### src/rtl/f_result_queue.sv
// Purpose : capture stage for the mul/add/sub datapath; flags truncation overflow,
//           buffers {ovf, f} in a DEPTH-entry FIFO, keeps saturating statistics.
// Latency : push-to-head 1 cycle when empty (no bypass); statistics visible 1 cycle after push.
// Backpr. : in_ready = (count != DEPTH) from registered state only; a full queue refuses
//           a push even when a pop happens in the same cycle.
//
// Ports:
//   Clk, Rst             rising-edge clock, synchronous active-high reset
//   in_valid/in_ready    producer handshake; f_in (4b truncated), f_full_in (9b untruncated)
//   out_valid/out_ready  consumer handshake; out_data (4b), out_ovf (head overflow flag)
//   count                occupied entries (PTR_W+1 bits)
//   clr_stats            synchronous clear of acc_sum / ovf_count (wins over a same-cycle push)
//   acc_sum, ovf_count   saturating 8-bit sum of accepted f_in / count of overflowed pushes
module f_result_queue #(
    parameter int DEPTH = 4,    // power of two, 2..16
    parameter int PTR_W = 2     // log2(DEPTH)
) (
    input  logic             Clk,
    input  logic             Rst,
    input  logic             in_valid,
    input  logic [3:0]       f_in,
    input  logic [8:0]       f_full_in,
    output logic             in_ready,
    input  logic             out_ready,
    output logic             out_valid,
    output logic [3:0]       out_data,
    output logic             out_ovf,
    output logic [PTR_W:0]   count,
    input  logic             clr_stats,
    output logic [7:0]       acc_sum,
    output logic [7:0]       ovf_count
);

    typedef struct packed {
        logic       ovf;
        logic [3:0] dat;
    } entry_t;

    localparam logic [PTR_W:0] FULL_CNT = (PTR_W+1)'(DEPTH);

    entry_t           mem_q [DEPTH];
    logic [PTR_W-1:0] wr_ptr_q, wr_ptr_d;
    logic [PTR_W-1:0] rd_ptr_q, rd_ptr_d;
    logic [PTR_W:0]   count_q, count_d;
    logic [7:0]       acc_sum_q, acc_sum_d;
    logic [7:0]       ovf_count_q, ovf_count_d;

    logic             ovf;
    logic             push;
    logic             pop;
    logic [8:0]       sum_wide;

    // Any set bit above the low nibble means the result did not fit in 4 bits;
    // this also catches negative (wrapped) subtract results.
    assign ovf = |f_full_in[8:4];

    assign in_ready  = (count_q != FULL_CNT);
    assign out_valid = (count_q != '0);
    assign push      = in_valid & in_ready;
    assign pop       = out_valid & out_ready;

    assign out_data  = mem_q[rd_ptr_q].dat;
    assign out_ovf   = mem_q[rd_ptr_q].ovf;
    assign count     = count_q;
    assign acc_sum   = acc_sum_q;
    assign ovf_count = ovf_count_q;

    // Sum is formed one bit wider so a carry out can be detected and clamped.
    assign sum_wide = {1'b0, acc_sum_q} + {5'b0_0000, f_in};

    // Pointers are exactly PTR_W bits wide and DEPTH = 2**PTR_W, so the natural
    // binary rollover is the modulo-DEPTH wrap.
    always_comb begin
        wr_ptr_d = wr_ptr_q;
        rd_ptr_d = rd_ptr_q;
        count_d  = count_q;
        if (push) begin
            wr_ptr_d = wr_ptr_q + 1'b1;
        end
        if (pop) begin
            rd_ptr_d = rd_ptr_q + 1'b1;
        end
        case ({push, pop})
            2'b10:   count_d = count_q + 1'b1;
            2'b01:   count_d = count_q - 1'b1;
            default: count_d = count_q;
        endcase
    end

    always_comb begin
        acc_sum_d   = acc_sum_q;
        ovf_count_d = ovf_count_q;
        if (clr_stats) begin
            acc_sum_d   = '0;
            ovf_count_d = '0;
        end else if (push) begin
            acc_sum_d = sum_wide[8] ? 8'hFF : sum_wide[7:0];
            if (ovf && (ovf_count_q != 8'hFF)) begin
                ovf_count_d = ovf_count_q + 8'd1;
            end
        end
    end

    always_ff @(posedge Clk) begin
        if (Rst) begin
            wr_ptr_q    <= '0;
            rd_ptr_q    <= '0;
            count_q     <= '0;
            acc_sum_q   <= '0;
            ovf_count_q <= '0;
        end else begin
            wr_ptr_q    <= wr_ptr_d;
            rd_ptr_q    <= rd_ptr_d;
            count_q     <= count_d;
            acc_sum_q   <= acc_sum_d;
            ovf_count_q <= ovf_count_d;
        end
    end

    // Storage needs no reset: an entry is only observable once count covers it,
    // and reset clears count.
    always_ff @(posedge Clk) begin
        if (push && !Rst) begin
            mem_q[wr_ptr_q] <= '{ovf: ovf, dat: f_in};
        end
    end

endmodule

### config.mk
export PLATFORM = sky130hd
export DESIGN_NAME = f_result_queue
export DESIGN_NICKNAME = d
export VERILOG_FILES = /design/src/rtl/f_result_queue.sv
export SDC_FILE = /design/constraint.sdc
export NUM_CORES = 1
export LEC_CHECK = 0
export CAP_MARGIN = 5
export CELL_PAD_IN_SITES_DETAIL_PLACEMENT = 1
export CELL_PAD_IN_SITES_GLOBAL_PLACEMENT = 1
export CORE_ASPECT_RATIO = 1.4
export CORE_UTILIZATION = 37
export CTS_BUF_LIST = sky130_fd_sc_hd__clkbuf_2 sky130_fd_sc_hd__clkbuf_4 sky130_fd_sc_hd__clkbuf_8
export CTS_CLUSTER_SIZE = 24
export DETAILED_ROUTE_END_ITERATION = 6
export PLACE_DENSITY = 0.78
export SLEW_MARGIN = 40
export SYNTH_ARGS = -nofsm -noshare
export SYNTH_HDL_FRONTEND = slang
export SYNTH_SLANG_ARGS = --single-unit
### constraint.sdc
create_clock -name Clk -period 2.6 [get_ports Clk]
set_clock_uncertainty 0.2 [all_clocks]
set_input_delay 0.39 -clock Clk [delete_from_list [all_inputs] [get_ports Clk]]
set_output_delay 0.39 -clock Clk [all_outputs]
set_load 0.05 [all_outputs]
==> summary.txt <==
Power
  – P per Cell Area: around 800 mW/mm2
  – VDD IR-drop max: about 0.24 mV
  – Static Leak: between 0.9 and 1 nW
  – Overall power: ~0.0022 W

Global route
  – Vias in the first global route: ~1.7k
  – Global-route usage over all layers: 0.166
  – Pin count of the biggest net entering global routing: 15
  – Wire length of the first global-routing pass: 7.68 mm
  – Grt total ovfl: 0
  – Antenna violations before repair: 0

Route
  – Met3 wire length: ~140 um
  – Vias per cell: roughly 5.3
  – Final WL: ~4.6 mm
  – M1 wire length: 1.78 mm
  – Number of DRC markers in iteration 0: 80
  – Vias: roughly 1.6k
  – DR WL met2: roughly 2.6 mm
  – DRC Markers: 0
  – Routed length per instance: between 15 and 20 um
  – Routed Antenna Nets: 0
  – Uppermost routed layer: met4
  – First drt pass iteration count: 4

Layout
  – Layout cells sized above 1: 0.165
  – Fillers: between 600 and 700
  – Cell area after layout: around 0.0028 mm2
  – Area growth syn-to-layout: 29.6%
  – Nets@finish: 266
  – Ant diodes: 0

Yosys
  – Distinct cells, synth: 39
  – Fraction of registers with async set/reset: 0
  – Net Count, Synth: 216
  – Syn. warnings: 0
  – Synth Flop Type: dfxtp_1
  – Gate count after technology mapping: around 190
  – Syn avg cell area: ~11 um2
  – #FFs+latches synth: between 40 and 50
  – Netlist Area Pre-Place: 0.00213 mm2
  – Sequential share of the synthesized area: 0.517
  – Number of synthesized flops with an enable pin: 20

Setup path
  – Slowest stage delay, CP: slightly below 0.7 ns
  – Stages on the worst setup path: 3
  – Worst Setup SP: count[2]
  – Crit-path leading delay family: buffers and inverters
  – CP cell instances: or3b_4 > buf_4 > clkdlybuf4s50_1
  – WP data required: 2.01 ns
  – Worst setup SP type: flop
  – Reg2Reg Depth: 9
  – Endpoint type of the worst setup path: output port
  – CP max-delay cell: clkdlybuf4s50_1
  – Crit Path Max Fanout: 6
  – Arr. time, crit path: 1.90 ns
  – Critical path type: flop to output port
  – CP bufs+invs: 2
  – FF-to-FF Start: count[2]

STA
  – Tcrit/Tclk final: 0.958
  – Slew Limit Fails: 0
  – Worst Tran Pin Value: around 0.52 ns
  – Setup violators final: 0
  – Fin crit period: around 2.5 ns
  – RSZ-0062 raised after global routing: false
  – Post-Route Setup TNS: 0 ns
  – Max frequency: roughly 0.4 GHz
  – Normalized max-slew margin: 0.655
  – Worst hold margin: 0.304 ns
  – Final hold vios: 0

Hold path
  – Min-delay src: ovf_count[6]
  – Hold path depth: 2
  – Hold Crit Class: flop to flop

Die
  – Initial Utilization: 0.385
  – Site Rows: 32
  – Die height: around 92 um
  – Die ar.: around 0.0061 mm2
  – Die width: approximately 66 um
  – I/O pins: 44
  – Core Area: approximately 0.0055 mm2

Clocking
  – Clock H-tree levels: 2
  – Hold buffer count at cts: 0
  – Root buffer cell: clkbuf_8
  – Clk slew on worst S/H paths: ~0.09 ns
  – TritonCTS Sinks: 45
  – Cts bufs inserted: 5
  – CTS Buffer Depth: 2
  – CTS tree: yes
  – Worst-skew pair later-pin latency: 0.29 ns

Flow run
  – Max-cap violations: 0

Placement
  – Post-DP Area: about 0.0027 mm2
  – Dpl hpwl: 3.66 mm
  – GP Congestion: roughly 0.76
  – Number of I/O port buffers: 39

Outcome
  – Run status: finished, final reports clean
==> placed cells by master (no fill, tap or decap), types with 4 or more instances in the layout <==
cell type,synthesis,final
a21oi_1,11,11
a31oi_1,4,4
and2_1,4,4
buf_4,0,10
clkbuf_8,0,5
clkdlybuf4s50_1,0,34
dfxtp_1,25,22
dlygate4sd2_1,0,5
edfxtp_1,20,20
ha_1,10,9
inv_1,9,8
mux4_2,5,5
nand2_1,17,17
nand3_1,6,6
nor2_1,13,13
o21ai_0,6,6
or3_1,4,4
xor2_1,4,4
==> sequential cells by signal, indices dropped and copies added (netlist names), named ones only <==
name,count
rd_ptr_q,2
mem_q,20
acc_sum,8
ovf_count,8
wr_ptr_q,2
count,3
==> path summary, 6_finish.rpt <==
| path | end | slack, ns |
|---|---|---|
| worst max-delay path | in_ready | 0.11 |
| worst min-delay path | ovf_count[6] | 0.30 |
| worst min register to register | ovf_count[6] | 0.30 |
| worst max register to register | count[2] | 0.21 |
==> worst min-delay path: stages, from the launching register on <==
cell     delay [ns]
dfxtp_1        0.34
o41ai_1        0.07
a21oi_1        0.06
==> cell type report <==
type / instances / area [um2] / area share
clock buffers: 5 / 68.8 / 0.0249
clock inverters: 3 / 41.3 / 0.0150
inverters: 9 / 36.3 / 0.0131
multi-input cells: 126 / 962 / 0.349
flip-flops and latches: 45 / 1110 / 0.401
well taps: 68 / 85.1 / 0.0308
repair buffers: 49 / 459 / 0.166
==> per-stage QoR <==
step,utilization,setup WS (ns),cells
4_1_cts,0.500,0.0886,305
3_5_place_dp,0.481,-0.178,297
3_3_place_gp,0.481,-0.0625,297
2_1_floorplan,-,0.0137,186
6_report,0.500,0.108,305
5_1_grt,0.500,0.0284,305
==> repair_timing <==
action | in CTS | in global routing
setup buffers | 0 | 0
hold endpoints to repair | 0 | 0
setup endpoints to repair | 5 | 0
resized for setup | 5 | 0
==> power breakdown <==
part / internal (W) / switching, W / total, W / leakage (nW)
combinational: 0.000316 / 0.000478 / 0.000794 / 0.552
sequential: 0.000812 / 0.0000762 / 0.000889 / 0.384
clock: 0.000283 / 0.000237 / 0.000520 / 0.0518
==> cell families (layout without fill, tap and decap cells) <==
family	Yosys count	after routing	share of synthesized area
buf+inv	15	66	0.0335
mux	8	8	0.0670
fa+ha+maj	12	12	0.0776
compound gates	36	36	0.116
xor+xnor	7	7	0.0288
simple gates	63	63	0.160
flops	45	45	0.517
==> metal layers <==
metal | global-route usage | vias to the layer above
met3 | 0.0299 | 7
met4 | 0.0638 | 0
met1 | 0.173 | 788
met5 | 0 | -
met2 | 0.315 | 28
li1 | - | 785
==> Yosys cell counts (all sizes together) (2+ instances only) <==
cell | n | share of area
a211o | 2 | 0.0082
a21o | 3 | 0.011
a21oi | 11 | 0.026
a31oi | 4 | 0.012
and2 | 5 | 0.016
and3 | 2 | 0.0059
buf | 2 | 0.011
clkbuf | 4 | 0.0070
dfxtp | 25 | 0.24
edfxtp | 20 | 0.28
fa | 2 | 0.019
ha | 10 | 0.059
inv | 9 | 0.016
mux2i | 3 | 0.014
mux4 | 5 | 0.053
nand2 | 17 | 0.030
nand3 | 6 | 0.014
nand4 | 3 | 0.0088
nor2 | 13 | 0.023
o211ai | 2 | 0.014
o21ai | 6 | 0.014
o31ai | 2 | 0.0070
o41ai | 3 | 0.012
or2 | 3 | 0.0088
or3 | 6 | 0.019
or4 | 4 | 0.016
xnor2 | 3 | 0.012
xor2 | 4 | 0.016
(Power assumes the default switching activity.)
